`src/rtl/fifo8x9_pkg.sv`:
```
// Shared sizing defaults and controller state encoding for the FIFO8x9 controller.
package fifo8x9_pkg;
  localparam int DEPTH_DEF = 8;
  localparam int CNT_W_DEF = 4;
  localparam int IDX_W_DEF = $clog2(DEPTH_DEF);

  typedef enum logic {
    ST_CLEAR = 1'b0,
    ST_RUN   = 1'b1
  } state_t;
endpackage

```
`src/rtl/fifo8x9_ptr_wrap.sv`:
```
// Shadow index of one FIFO8x9 pointer; turns an advance request into either an
// increment or a clear so the external pointer never passes DEPTH-1.
module fifo8x9_ptr_wrap #(
  parameter int DEPTH = 8,
  parameter int IDX_W = 3
) (
  input  logic clk,
  input  logic rst,
  input  logic i_clr,
  input  logic i_adv,
  output logic o_inc,
  output logic o_wrap
);
  logic [IDX_W-1:0] r_idx;
  logic             w_last;

  assign w_last = (r_idx == IDX_W'(DEPTH - 1));
  assign o_wrap = i_adv & w_last;
  assign o_inc  = i_adv & ~w_last;

  always_ff @(posedge clk) begin
    if (rst || i_clr) begin
      r_idx <= '0;
    end else if (i_adv) begin
      r_idx <= w_last ? '0 : r_idx + 1'b1;
    end
  end
endmodule

```
`src/rtl/fifo8x9_ctrl.sv`:
```
// Control-only front end for the FIFO8x9 storage array: accepts push/pop/flush,
// drives the array's enable and pointer strobes, and tracks occupancy.
module fifo8x9_ctrl
  import fifo8x9_pkg::*;
#(
  parameter int DEPTH = DEPTH_DEF,
  parameter int CNT_W = CNT_W_DEF
) (
  input  logic             clk,
  input  logic             rst,
  input  logic             push,
  input  logic             pop,
  input  logic             flush,
  output logic             wren,
  output logic             WrInc,
  output logic             WrPtrClr,
  output logic             rden,
  output logic             RdInc,
  output logic             RdPtrClr,
  output logic             full,
  output logic             empty,
  output logic [CNT_W-1:0] count,
  output logic             rd_valid,
  output logic             overflow,
  output logic             underflow
);
  localparam int IDX_W = (DEPTH > 1) ? $clog2(DEPTH) : 1;

  state_t           r_state;
  state_t           w_state_nxt;
  logic [CNT_W-1:0] r_count;
  logic             r_rd_valid;
  logic             r_overflow;
  logic             r_underflow;
  logic             w_run;
  logic             w_full;
  logic             w_empty;
  logic             w_push_ok;
  logic             w_pop_ok;
  logic             w_clr_st;
  logic             w_wr_inc;
  logic             w_wr_wrap;
  logic             w_rd_inc;
  logic             w_rd_wrap;

  // Flags come only from the registered count, never from push/pop.
  assign w_full   = (r_count == CNT_W'(DEPTH));
  assign w_empty  = (r_count == '0);
  assign w_clr_st = (r_state == ST_CLEAR);

  always_comb begin
    w_state_nxt = r_state;
    w_run       = 1'b0;
    case (r_state)
      ST_CLEAR: w_state_nxt = ST_RUN;
      ST_RUN: begin
        if (flush) w_state_nxt = ST_CLEAR;
        else       w_run       = ~rst;
      end
      default:  w_state_nxt = ST_CLEAR;
    endcase
  end

  // A pop frees a slot for a same-cycle push, but a push never feeds a same-cycle pop.
  assign w_pop_ok  = w_run & pop & ~w_empty;
  assign w_push_ok = w_run & push & (~w_full | w_pop_ok);

  always_ff @(posedge clk) begin
    if (rst) r_state <= ST_CLEAR;
    else     r_state <= w_state_nxt;
  end

  always_ff @(posedge clk) begin
    if (rst || (r_state == ST_RUN && flush)) begin
      r_count <= '0;
    end else if (w_push_ok && !w_pop_ok) begin
      r_count <= r_count + 1'b1;
    end else if (w_pop_ok && !w_push_ok) begin
      r_count <= r_count - 1'b1;
    end
  end

  always_ff @(posedge clk) begin
    if (rst) begin
      r_rd_valid  <= 1'b0;
      r_overflow  <= 1'b0;
      r_underflow <= 1'b0;
    end else begin
      r_rd_valid  <= w_pop_ok;
      r_overflow  <= w_run & push & ~w_push_ok;
      r_underflow <= w_run & pop & ~w_pop_ok;
    end
  end

  fifo8x9_ptr_wrap #(.DEPTH(DEPTH), .IDX_W(IDX_W)) u_wr_ptr (
    .clk    (clk),
    .rst    (rst),
    .i_clr  (w_clr_st),
    .i_adv  (w_push_ok),
    .o_inc  (w_wr_inc),
    .o_wrap (w_wr_wrap)
  );

  fifo8x9_ptr_wrap #(.DEPTH(DEPTH), .IDX_W(IDX_W)) u_rd_ptr (
    .clk    (clk),
    .rst    (rst),
    .i_clr  (w_clr_st),
    .i_adv  (w_pop_ok),
    .o_inc  (w_rd_inc),
    .o_wrap (w_rd_wrap)
  );

  assign wren      = w_push_ok;
  assign WrInc     = w_wr_inc;
  assign WrPtrClr  = w_clr_st | w_wr_wrap;
  assign rden      = w_pop_ok;
  assign RdInc     = w_rd_inc;
  assign RdPtrClr  = w_clr_st | w_rd_wrap;
  assign full      = w_full;
  assign empty     = w_empty;
  assign count     = r_count;
  assign rd_valid  = r_rd_valid;
  assign overflow  = r_overflow;
  assign underflow = r_underflow;
endmodule

```
`config.mk`:
```
export PLATFORM = sky130hd
export DESIGN_NAME = fifo8x9_ctrl
export DESIGN_NICKNAME = d
export VERILOG_FILES = /design/src/rtl/fifo8x9_pkg.sv /design/src/rtl/fifo8x9_ptr_wrap.sv /design/src/rtl/fifo8x9_ctrl.sv
export SDC_FILE = /design/constraint.sdc
export NUM_CORES = 1
export LEC_CHECK = 0
export ABC_AREA = 1
export CAP_MARGIN = 20
export CORE_MARGIN = 8
export CORE_UTILIZATION = 45
export CTS_BUF_LIST = sky130_fd_sc_hd__clkbuf_4 sky130_fd_sc_hd__clkbuf_8
export CTS_CLUSTER_DIAMETER = 60
export CTS_CLUSTER_SIZE = 14
export DETAILED_ROUTE_END_ITERATION = 10
export PLACE_DENSITY_LB_ADDON = 0.25
export SETUP_SLACK_MARGIN = 0.1
export SYNTH_ARGS = -nofsm -noshare
export SYNTH_HDL_FRONTEND = slang
export SYNTH_HIERARCHICAL = 1
export SYNTH_SLANG_ARGS = --single-unit
```
`constraint.sdc`:
```
create_clock -name clk -period 2 [get_ports clk]
set_input_delay 0.3 -clock clk [delete_from_list [all_inputs] [get_ports clk]]
set_output_delay 0.3 -clock clk [all_outputs]
set_load 0.03 [all_outputs]
```
# After elaboration in Yosys (flattened, before gate mapping)
# Cells that the tools add are included.
[classes] addsub=4 n_eq_ne=3 mux=8 bitwise=21 reduce_logical=9
[op_table] op="$and A1 B1 Y1" n=10
[op_table] op="$mux W4" n=2
[op_table] op="$not A1 Y1" n=8
[op_table] op="$add A3 B1 Y3 const B" n=2
[op_table] op="$eq A3 B3 Y1 const B" n=2
[op_table] op="$mux W3" n=2
[op_table] op="$add A4 B1 Y4 const B" n=1
[op_table] op="$eq A4 B4 Y1 const B" n=1
[op_table] op="$logic_not A4 Y1" n=1
[op_table] op="$sub A4 B1 Y4 const B" n=1
[op_table] op="$logic_and A1 B1 Y1" n=3
[op_table] op="$mux W1" n=3
[op_table] op="$or A1 B1 Y1" n=3
[op_table] op="$logic_not A1 Y1" n=2
[op_table] op="$logic_or A1 B1 Y1" n=2
[op_table] op="$pmux W1 S2" n=1
[op_table] op="$reduce_bool A2 Y1" n=1
[word_totals] ff_bits=14 input_bits=5 output_inout_bits=15 wordCells=52

# Longest topological paths before layout
# Gate-level depths: netlist of the first run.
[logic_depth] ltp_word=11 mapped_depth=15 depth_no_buf=15

# Hierarchy
# The synthesis of the first run kept the hierarchy.
[modules_own_cells] mod="fifo8x9_ctrl" n_inst=1 cells_per_inst=63 area_each_um2=454.2 seq_area_each_um2=160.2
[modules_own_cells] mod="fifo8x9_ptr_wrap" n_inst=2 cells_per_inst=24 area_each_um2=175.2 seq_area_each_um2=60.1

# Worst setup path before layout of the first run
# OpenSTA, ideal clock, no wires.
[synth_path] path_type="flip-flop to flip-flop" startpoint="register r_count[0] (netlist: count[0])" endpoint="register r_count[3] (netlist: count[3])" setup_ps=109 t_arrival_ps=2748 required_ps=1891 slack_ps=-857 stages_incl_launch_ff=13 n_path_buf=0 period_less_slack_ps=2857 cell_sequence="dfxtp_1 inv_1 nand3_1 nor2_2 a21oi_1 ha_1 inv_1 ha_1 or2_1 nand3_1 nand3_1 nand2_1 inv_1"
[synth_via] word_cells_on_any_way=16 classes_between="add/sub: 2; eq/ne: 1; mux: 2; bitwise: 5; reduce/logical: 6"
[synth_lines] item="start: declaration" line="fifo8x9_ctrl.sv:31" rtl="logic [CNT_W-1:0] r_count;"
[synth_lines] item="start signal: assignment" line="fifo8x9_ctrl.sv:77" rtl="r_count <= r_count + 1'b1;"
[synth_lines] item="start signal: assignment" line="fifo8x9_ctrl.sv:79" rtl="r_count <= r_count - 1'b1;"
[synth_lines] item="$eq A4 B4 Y1 *" line="fifo8x9_ctrl.sv:47" rtl="assign w_full = (r_count == CNT_W'(DEPTH));"
[synth_lines] item="named net full" line="fifo8x9_ctrl.sv:20" rtl="output logic full,"
[synth_lines] item="$not A1 Y1 *" line="fifo8x9_ctrl.sv:66" rtl="assign w_push_ok = w_run & push & (~w_full | w_pop_ok);"
[synth_lines] item="$or A1 B1 Y1 *" line="fifo8x9_ctrl.sv:66"
[synth_lines] item="$and A1 B1 Y1 *" line="fifo8x9_ctrl.sv:66"
[synth_lines] item="named net wren" line="fifo8x9_ctrl.sv:14" rtl="output logic wren,"
[synth_lines] item="$logic_not A1 Y1" line="fifo8x9_ctrl.sv:78" rtl="end else if (w_pop_ok && !w_push_ok) begin"
[synth_lines] item="$logic_and A1 B1 Y1" line="fifo8x9_ctrl.sv:78"
[synth_lines] item="$reduce_bool A2 Y1 (no line)"
# Mark *: on every way through the listed nets, which the timed path passes. The rest lies on a longest branch. The select of a mux whose other input is x is not followed.
# A chain may end at the register's enable or synchronous reset.

# Worst setup path in the final report of the first run
[layout_path] startpoint="register r_count[3] (netlist: count[3])" endpoint="output port WrPtrClr"
[layout_via] elab_chain_len=7 word_cells_on_any_way=9 classes_between="eq/ne: 1; bitwise: 7; reduce/logical: 1"
[layout_rtl] item="$logic_not A4 Y1" line="fifo8x9_ctrl.sv:48" rtl="assign w_empty = (r_count == '0);"
[layout_rtl] item="$not A1 Y1" line="fifo8x9_ctrl.sv:65" rtl="assign w_pop_ok = w_run & pop & ~w_empty;"
[layout_rtl] item="$and A1 B1 Y1" line="fifo8x9_ctrl.sv:65"
[layout_rtl] item="$or A1 B1 Y1 *" line="fifo8x9_ctrl.sv:66"
[layout_rtl] item="$and A1 B1 Y1 *" line="fifo8x9_ctrl.sv:66"
[layout_rtl] item="$and A1 B1 Y1 *" line="fifo8x9_ptr_wrap.sv:18" rtl="assign o_wrap = i_adv & w_last;"
[layout_rtl] item="named net w_wr_wrap" line="fifo8x9_ctrl.sv:42" rtl="logic w_wr_wrap;"
[layout_rtl] item="$or A1 B1 Y1 *" line="fifo8x9_ctrl.sv:115" rtl="assign WrPtrClr = w_clr_st | w_wr_wrap;"
[layout_rtl] item="end: declaration" line="fifo8x9_ctrl.sv:16" rtl="output logic WrPtrClr,"
# Mark *: on every way through the listed nets, which the timed path passes. The rest lies on a longest branch.

==> results of run 1 <==
power by group through the flow:
stage	combinational [mW]	clock [mW]	sequential, mW
final	0.141	0.163	0.285
after global routing	0.154	0.179	0.285
after CTS	0.129	0.166	0.285
after detailed placement	0.113	0	0.293
after global placement	0.111	0	0.293
after floorplan	0.0633	0	0.299
Yosys cell counts:
| master | count |
|---|---|
| inv_1 | 24 |
| fa_1 | 1 |
| nand3_1 | 5 |
| nor2_1 | 8 |
| o21ai_1 | 1 |
| or2_1 | 1 |
| nand2_1 | 27 |
| nor3_2 | 2 |
| a21oi_2 | 1 |
| xor2_1 | 1 |
| o21ai_2 | 1 |
| a21oi_1 | 8 |
| inv_2 | 1 |
| ha_1 | 9 |
| nor2_2 | 2 |
| nand4_1 | 3 |
| or2_2 | 2 |
| dfxtp_1 | 14 |
layout make-up:
type | instances | area [sq um]
multi-input combinational | 72 | 514
fill | 118 | 340
tap | 25 | 31.3
timing repair buffer | 45 | 390
inverter | 25 | 109
sequential | 14 | 297
clock inverter | 1 | 3.75
clock buffer | 3 | 22.5
worst max-delay path, stage by stage (launching register included):
cell and delay [ns]:
dfxtp_4 0.36, inv_4 0.04, buf_12 0.11, nor2_4 0.14, a21oi_4 0.09, buf_6 0.13, nand2_4 0.05, inv_2 0.03
or2_4 0.22, buf_6 0.14
placed cells by master, fill, tap and decap left out, types with 3 or more instances in the layout:
master	netlist	routed
a21oi_1	8	7
buf_4	0	26
buf_6	0	5
clkbuf_4	0	3
clkdlybuf4s50_1	0	7
dfxtp_1	14	9
dfxtp_4	0	4
dlygate4sd2_1	0	5
ha_1	9	7
inv_1	24	13
inv_2	1	6
inv_4	0	6
nand2_1	27	25
nand3_1	5	4
nand4_1	3	3
nor2_1	8	8
or2_4	0	3
flip-flops by register name, indices dropped and copies added, names as in the netlist:
name and flops:
rd_valid 1, underflow 1, overflow 1, count 4, u_wr_ptr/r_idx 3, r_state 1
u_rd_ptr/r_idx 3
logic make-up (layout without fill, tap and decap cells):
kind of cell,count (synthesis),in the layout,synth area share
adders and majority gates,10,10,0.165
xor gates and xnor gates,1,1,0.0109
and+or+nand+nor,50,50,0.281
buffers and inverters,25,74,0.117
AOI/OAI and AO/OA,11,11,0.0778
DFF,14,14,0.348
through the flow:
stage	TNS, ns	util	cells
2_1_floorplan	-0.238	-	111
5_1_grt	0	0.801	185
4_1_cts	0	0.762	180
3_3_place_gp	-1.42	0.664	163
3_5_place_dp	-1.82	0.664	163
6_report	0	0.801	185
how the worst min path moves through the flow:
| stage | from | end | slack (ns) | depth (start not counted) |
|---|---|---|---|---|
| 5_1_grt | rst | r_state$_SDFF_PP0_ | 0.42 | 4 |
| 6_report | rst | r_state$_SDFF_PP0_ | 0.39 | 4 |
| 3_5_place_dp | u_rd_ptr/r_idx[1]$_SDFFE_PP0P_ | u_rd_ptr/r_idx[1]$_SDFFE_PP0P_ | 0.47 | 2 |
| 3_3_place_gp | u_wr_ptr/r_idx[1]$_SDFFE_PP0P_ | u_wr_ptr/r_idx[1]$_SDFFE_PP0P_ | 0.46 | 2 |
| 2_1_floorplan | u_rd_ptr/r_idx[1]$_SDFFE_PP0P_ | u_rd_ptr/r_idx[1]$_SDFFE_PP0P_ | 0.45 | 2 |
| 4_1_cts | u_rd_ptr/r_idx[1]$_SDFFE_PP0P_ | u_rd_ptr/r_idx[1]$_SDFFE_PP0P_ | 0.48 | 2 |
layer usage:
| metal | part of all wire | wire, um | global-route usage | vias up |
|---|---|---|---|---|
| met2 | 0.52 | 1090 | 0.243 | 20 |
| met1 | 0.43 | 903 | 0.151 | 383 |
| li1 | - | - | - | 446 |
| met4 | 0.010 | 22 | 0.0490 | 0 |
| met5 | 0 | 0 | 0 | - |
| met3 | 0.045 | 95 | 0.0287 | 2 |
timing repair:
action	4_1_cts	5_1_grt
pin swaps	12	7
buffers inserted	13	5
endpoints found under the setup margin	11	4
gates resized for setup	19	11
==> metrics, run 1 <==
Pre-Repair DR Iteration Count=4; total CTS buffers=3; Pwr Total=0.589 mW; full die area=3400 sq um; part of the power in registers=0.483; final hold viol count=0; final net count=176; global-route wire length before repair=3740 um; n_diodes=0; leading area contributor after synthesis=dfxtp_1; 1st-iter DRT viols=10; Critical R2R Launch=r_state$_SDFF_PP0_; Final min period=1.90 ns; Seq/Total Area, Yosys=0.348; DP Worst Slack=-0.428 ns; DRT antenna net count=0; Area Growth Syn to Fin=70.0%; Synth warnings=6; WP data required=1.70 ns; Comb power frac=0.240; Slew Limit Fails=0; Worst Tran Pin Value=0.316 ns; Setup crit end kind=primary output; Max clock buf depth=2; Root Buffer=clkbuf_4; P_int=around 0.42 mW; RSZ-0062 raised after global routing=yes; Site Rows=15; outcome=completed; clock share of power=0.277; Top-Level Pins=20; Core ar.=1710 sq um; CTS tree=built; gpl congestion=~0.78; final setup vio count=0; hpwl dp=~1500 um; final worst path period share=0.951; Port-buffer cells=19; fraction of layout cells with a size suffix above 1=0.431; clk_lat worst skew=0.28 ns; final WL=2120 um; path depth of the worst reg2reg path=12; P_sw=0.171 mW; reg2reg end=count[3]$_SDFFE_PP0P_; Cells after Synth=~110; top cell type's share of synthesized area=0.348; Synth Cell Area=805 sq um; crit path to=WrPtrClr; Die X=between 50 and 60 um; Startpoint Class=flop; Total GRT Usage=0.135; final hold slack=roughly 0.39 ns; Worst setup startpoint=count[3]$_SDFFE_PP0P_; final instance area=1370 sq um; CP max FO=4; hold-fix buffer count after cts=0; DR vias=851; clock-pin slew on the worst setup and hold paths=0.08 ns; VDD IR max=roughly 0.47 mV; relative slew slack=0.789; clock sink count=14; crit path DAT=between 1.5 and 2 ns; DR vias/cell=around 4.6; MaxCap Viol Count=0; Wirelength per Cell=approximately 11 um; Placed Area=1130 sq um; Switching Fraction=0.290; Mapped Nets=126; worst hold path type=in -> reg; Avg Cell Area, Syn=7.25 sq um; DR DRC count=0; top cells by area, synth=dfxtp_1 (35%), ha_1 (14%), nand2_1 (13%); total congestion overflow=0; CTS HTree Levels=1; flops & latches, synth=14; Die H=between 50 and 60 um; maximum number of pins on one net before global-route repair=9; Setup WS post-layout=approximately 0.098 ns; Max Fclk=between 0.5 and 0.6 GHz; post-synthesis cell type count=18; Starting Density=0.471; Setup CP Type=reg -> out; LEAKAGE=0.702 nW; pwr/cell area=roughly 430 nW/um^2; initial antenna violation count=0; R2R Setup Slk=0.23 ns; vias in the first global route=860; clk_skew=between 0.001 and 0.0015 ns
Power figures use the tool's default switching activity.
==> run 2: changes to the inputs <==
--- a/config.mk
+++ b/config.mk
@@ -14,7 +14,8 @@
 export CTS_CLUSTER_SIZE = 14
 export DETAILED_ROUTE_END_ITERATION = 10
 export PLACE_DENSITY_LB_ADDON = 0.25
-export SETUP_SLACK_MARGIN = 0.1
+export SETUP_SLACK_MARGIN = 0.3
+export SKIP_CTS_REPAIR_TIMING = 1
 export SYNTH_ARGS = -nofsm -noshare
 export SYNTH_HDL_FRONTEND = slang
 export SYNTH_HIERARCHICAL = 1
==> metrics, run 2 (synthesis gave the netlist of run 1 again) <==
Critical R2R Launch=r_state$_SDFF_PP0_ (unchanged); Crit path top cell by count=buf_6 (unchanged); global-route wire length before repair=3110 um (was 3740 um); final setup vio count=0 (unchanged); full die area=3400 sq um (unchanged); Port-buffer cells=19 (unchanged); gpl congestion=0.771 (was 0.783); initial antenna violation count=0 (unchanged); WL met3=51 um (was 95 um); Total GRT Usage=0.117 (was 0.135); clk_skew=0.00599 ns (was 0.00112 ns); Root Buffer=clkbuf_4 (unchanged); part of the power in registers=0.451 (was 0.483); total CTS buffers=3 (unchanged); Wirelength per Cell=13.1 um (was 11.4 um); WP data required=1.70 ns (about the same); MaxCap Viol Count=0 (unchanged); fraction of layout cells with a size suffix above 1=0.439 (was 0.431); LEAKAGE=0.734 nW (was 0.702 nW); placed cell count=164 (was 163); n_diodes=0 (unchanged); final hold viol count=0 (unchanged); hpwl dp=1570 um (was 1530 um); relative slew slack=0.775 (was 0.789); clock sink count=14 (unchanged); total congestion overflow=0 (unchanged); Final min period=1.92 ns (was 1.90 ns); Area Growth Syn to Fin=72.5% (was 70.0%); DP Worst Slack=-0.320 ns (was -0.428 ns); Top-Level Pins=20 (unchanged); HP Start=push (was rst); RSZ-0062 raised after global routing=yes (unchanged); P_int=0.455 mW (was 0.418 mW); clock share of power=0.325 (was 0.277); met2 routed WL=1350 um (was 1090 um); Slew Limit Fails=0 (unchanged); DR vias/cell=4.74 (was 4.60); Setup WS post-layout=0.0818 ns (was 0.0976 ns); crit-path cells=inv_4 > nand4_1 > inv_2 > nor2_4 > buf_6 > nand2_4 > inv_1 > or2_4 > buf_6 (was inv_4 > buf_12 > nor2_4 > a21oi_4 > buf_6 > nand2_4 > inv_2 > or2_4 > buf_6); CP max FO=5 (was 4); Core ar.=1710 sq um (unchanged); Pre-Repair DR Iteration Count=4 (unchanged); CP max stage cell=dfxtp_4 (unchanged); Setup CP Type=reg -> out (unchanged); Max clock buf depth=2 (unchanged); outcome=completed (unchanged); VDD IR max=0.330 mV (was 0.470 mV); final net count=171 (was 176); most frequent cells in the layout=nand2_1 (24), buf_4 (19), inv_1 (13) (was buf_4 (26), nand2_1 (25), inv_1 (13)); crit path DAT=1.62 ns (was 1.60 ns); Die X=58.3 um (unchanged); DR DRC count=0 (unchanged); Starting Density=0.471 (unchanged); leading cell type in the layout, fill and taps excluded=nand2_1 (was buf_4); DR vias=853 (was 851); Site Rows=15 (unchanged); Switching Fraction=0.280 (was 0.290); vias in the first global route=789 (was 860); Max Fclk=0.521 GHz (was 0.526 GHz); Worst setup startpoint=count[0]$_SDFFE_PP0P_ (was count[3]$_SDFFE_PP0P_); pwr/cell area=456 nW/um^2 (was 431 nW/um^2); clk_lat worst skew=0.28 ns (about the same); 1st-iter DRT viols=15 (was 10); Comb power frac=0.224 (was 0.240); Layout Cells excl Fill=180 (was 185); final core utilization=0.812 (was 0.801); CTS HTree Levels=1 (unchanged); number of flip-flops in the largest register=4 (unchanged); top sig layer=met4 (unchanged); Pwr Total=0.633 mW (was 0.589 mW); CTS tree=built (unchanged); critical path's largest stage delay=0.37 ns (was 0.36 ns); P_sw=0.177 mW (was 0.171 mW); final worst path period share=0.959 (was 0.951); clock-pin slew on the worst setup and hold paths=0.09 ns (was 0.08 ns); final WL=2360 um (was 2120 um); Setup crit end kind=primary output (unchanged); Worst Tran Pin Value=0.337 ns (was 0.316 ns); DRT antenna net count=0 (unchanged); Metal-1 WL=948 um (was 903 um); Startpoint Class=flop (unchanged); worst hold path type=in -> reg (unchanged); maximum number of pins on one net before global-route repair=9 (unchanged); Die H=58.3 um (unchanged)
run 2: cell types whose count changed in the layout (fill, tap and decap cells not counted), moves of 2 or more:
cell and change:
dlygate4sd2_1 -5, nor2_4 +2, buf_4 -7, nor2_1 -2, dlymetal6s2s_1 +6, buf_6 +3
run 2: per-layer routing:
| metal | GRT usage | vias to the layer above |
|---|---|---|
| met5 | 0 | - |
| met3 | 0.0265 | 2 |
| met2 | 0.225 | 13 |
| met1 | 0.111 | 403 |
| met4 | 0.0594 | 0 |
| li1 | - | 435 |
run 2: per-stage QoR:
stage / cell area (sq um) / hold WS [ns] / TNS, ns
CTS: 1190 / 0.487 / -0.499
global placement: 1160 / 0.457 / -0.976
global route: 1390 / 0.445 / 0
finish: 1390 / 0.440 / 0
detailed placement: 1160 / 0.475 / -1.25
floorplan: 885 / 0.449 / -0.238
run 2: area by class of cell:
| type | count | area, sq um |
|---|---|---|
| repair buffers | 40 | 378 |
| flip-flops and latches | 14 | 297 |
| multi-input cells | 72 | 537 |
| clock buffers | 4 | 36.3 |
| fillers | 126 | 320 |
| inverters | 25 | 109 |
| well taps | 25 | 31.3 |
run 2: power groups by stage:
stage                     sequential (mW)  combinational (mW)  clock [mW]
after floorplan                     0.299              0.0646           0
after global placement              0.292               0.112           0
after detailed placement            0.293               0.115           0
after CTS                           0.286               0.116       0.211
after global routing                0.286               0.151       0.224
final                               0.285               0.142       0.206
run 2: critical path, delay by kind of cell (launching register included):
kind,cells,cell delay (ns)
buffers and inverters,5,0.48
AND/OR/NAND/NOR,4,0.47
flip-flops,1,0.37
run 2: path summary, 6_finish.rpt:
| kind | endpoint | slack, ns | depth (start not counted) |
|---|---|---|---|
| hold reg to reg | u_wr_ptr/r_idx[1]$_SDFFE_PP0P_ | 0.48 | 2 |
| hold / removal | overflow$_SDFF_PP0_ | 0.44 | 3 |
| setup reg to reg | count[1]$_SDFFE_PP0P_ | 0.17 | 8 |
| setup / recovery | RdPtrClr | 0.08 | 9 |
==> run 3: changes to the inputs <==
--- a/config.mk
+++ b/config.mk
@@ -13,6 +13,7 @@
 export CTS_CLUSTER_DIAMETER = 60
 export CTS_CLUSTER_SIZE = 14
 export DETAILED_ROUTE_END_ITERATION = 10
+export MAX_ROUTING_LAYER = met4
 export PLACE_DENSITY_LB_ADDON = 0.25
 export SETUP_SLACK_MARGIN = 0.3
 export SKIP_CTS_REPAIR_TIMING = 1
==> metrics, run 3 (synthesis gave the netlist of run 1 again) <==
outcome=completed (unchanged); final net count=171 (unchanged); VDD IR max=0.330 mV (unchanged); fillcell total=126 (unchanged); worst hold path type=in -> reg (unchanged); Pre-Repair DR Iteration Count=4 (unchanged); clock-pin slew on the worst setup and hold paths=0.09 ns (about the same); Starting Density=0.471 (unchanged); clk_lat worst skew=0.28 ns (about the same); global-route wire length before repair=3120 um (was 3110 um); Comb power frac=0.224 (about the same); clock sink count=14 (unchanged); Die X=58.3 um (unchanged); Max Fclk=0.521 GHz (unchanged); initial antenna violation count=0 (unchanged); path depth of the worst reg2reg path=8 (unchanged); CTS HTree Levels=1 (unchanged); n_diodes=0 (unchanged); Startpoint Class=flop (unchanged); setup TNS=0 ns (unchanged); DR vias=853 (unchanged); RSZ-0062 raised after global routing=yes (unchanged); multi-input logic area=537 sq um (unchanged); DR DRC count=0 (unchanged); most frequent cells in the layout=nand2_1 (24), buf_4 (19), inv_1 (13) (unchanged); Worst Tran Pin Value=0.337 ns (unchanged); Core ar.=1710 sq um (unchanged); Top-Level Pins=20 (unchanged); WP data required=1.70 ns (about the same); Final min period=1.92 ns (about the same); Setup CP Type=reg -> out (unchanged); Port-buffer cells=19 (unchanged); DR vias/cell=4.74 (unchanged); leading cell type in the layout, fill and taps excluded=nand2_1 (unchanged); Reg area=297 sq um (unchanged); fraction of layout cells with a size suffix above 1=0.439 (unchanged); crit path DAT=1.62 ns (about the same); clk_skew=0.00599 ns (unchanged); Setup crit end kind=primary output (unchanged); placed cell count=164 (unchanged); Die H=58.3 um (unchanged); pwr/cell area=456 nW/um^2 (about the same); final worst path period share=0.959 (about the same); maximum number of pins on one net before global-route repair=9 (unchanged); P_int=0.455 mW (unchanged); total congestion overflow=0 (unchanged); Layout Cells excl Fill=180 (unchanged); relative slew slack=0.775 (unchanged); full die area=3400 sq um (unchanged); part of the power in registers=0.451 (about the same); Switching Fraction=0.280 (about the same); LEAKAGE=0.734 nW (unchanged); CTS tree=built (unchanged); Area Growth Syn to Fin=72.5% (unchanged); Slew Limit Fails=0 (unchanged); MaxCap Viol Count=0 (unchanged); 1st-iter DRT viols=15 (unchanged); vias in the first global route=789 (unchanged); final setup vio count=0 (unchanged); number of flip-flops in the largest register=4 (unchanged); final core utilization=0.812 (unchanged); Max clock buf depth=2 (unchanged); Wirelength per Cell=13.1 um (unchanged); DRT antenna net count=0 (unchanged); Hold Path Stages=3 (unchanged); R2R Setup Slk=0.17 ns (about the same); final hold viol count=0 (unchanged); Site Rows=15 (unchanged); final WL=2360 um (unchanged); P_sw=0.177 mW (about the same); gpl congestion=0.782 (was 0.771); total CTS buffers=3 (unchanged); Total GRT Usage=0.120 (was 0.117); hpwl dp=1570 um (unchanged); CP max FO=5 (unchanged); clock share of power=0.325 (about the same); Root Buffer=clkbuf_4 (unchanged); final hold slack=0.440 ns (about the same)
## run 3: power groups by stage
stage / clock, mW / combinational (mW) / sequential (mW)
2_1_floorplan: 0 / 0.0646 / 0.299
3_3_place_gp: 0 / 0.112 / 0.292
3_5_place_dp: 0 / 0.115 / 0.293
4_1_cts: 0.211 / 0.116 / 0.286
5_1_grt: 0.224 / 0.151 / 0.286
6_report: 0.206 / 0.142 / 0.285
## run 3: area by class of cell
class / instances / share of cell area
multi-input cells: 72 / 0.387
repair buffers: 40 / 0.272
flip-flops and latches: 14 / 0.214
inverters: 25 / 0.0784
well taps: 25 / 0.0225
clock buffers: 4 / 0.0261
## run 3: routing by layer
layer / share of wire / wire, um / vias to the layer above / GRT usage
met5: 0 / 0 / - / -
met4: 0.0055 / 13 / 0 / 0.0594
met3: 0.022 / 51 / 2 / 0.0265
met2: 0.57 / 1350 / 13 / 0.225
met1: 0.40 / 948 / 403 / 0.111
li1: - / - / 435 / -
## run 3: path summary, 6_finish.rpt
kind,start,end
worst max-delay path,count[0]$_SDFFE_PP0P_,RdPtrClr
worst min-delay path,push,overflow$_SDFF_PP0_
worst max register to register,r_state$_SDFF_PP0_,count[1]$_SDFFE_PP0P_
worst min register to register,u_wr_ptr/r_idx[1]$_SDFFE_PP0P_,u_wr_ptr/r_idx[1]$_SDFFE_PP0P_
## run 3: critical path, stage by stage (launching register included)
cell	delay, ns
dfxtp_4	0.37
inv_4	0.06
nand4_1	0.14
inv_2	0.13
nor2_4	0.05
buf_6	0.12
nand2_4	0.05
inv_1	0.04
or2_4	0.23
buf_6	0.13
## run 3: through the flow
step | setup slack, ns | power (mW) | area, sq um
after floorplan | -0.102 | 0.363 | 885
after global placement | -0.270 | 0.405 | 1160
after detailed placement | -0.320 | 0.408 | 1160
after CTS | -0.186 | 0.613 | 1190
after global routing | 0.0278 | 0.661 | 1390
final | 0.0818 | 0.633 | 1390
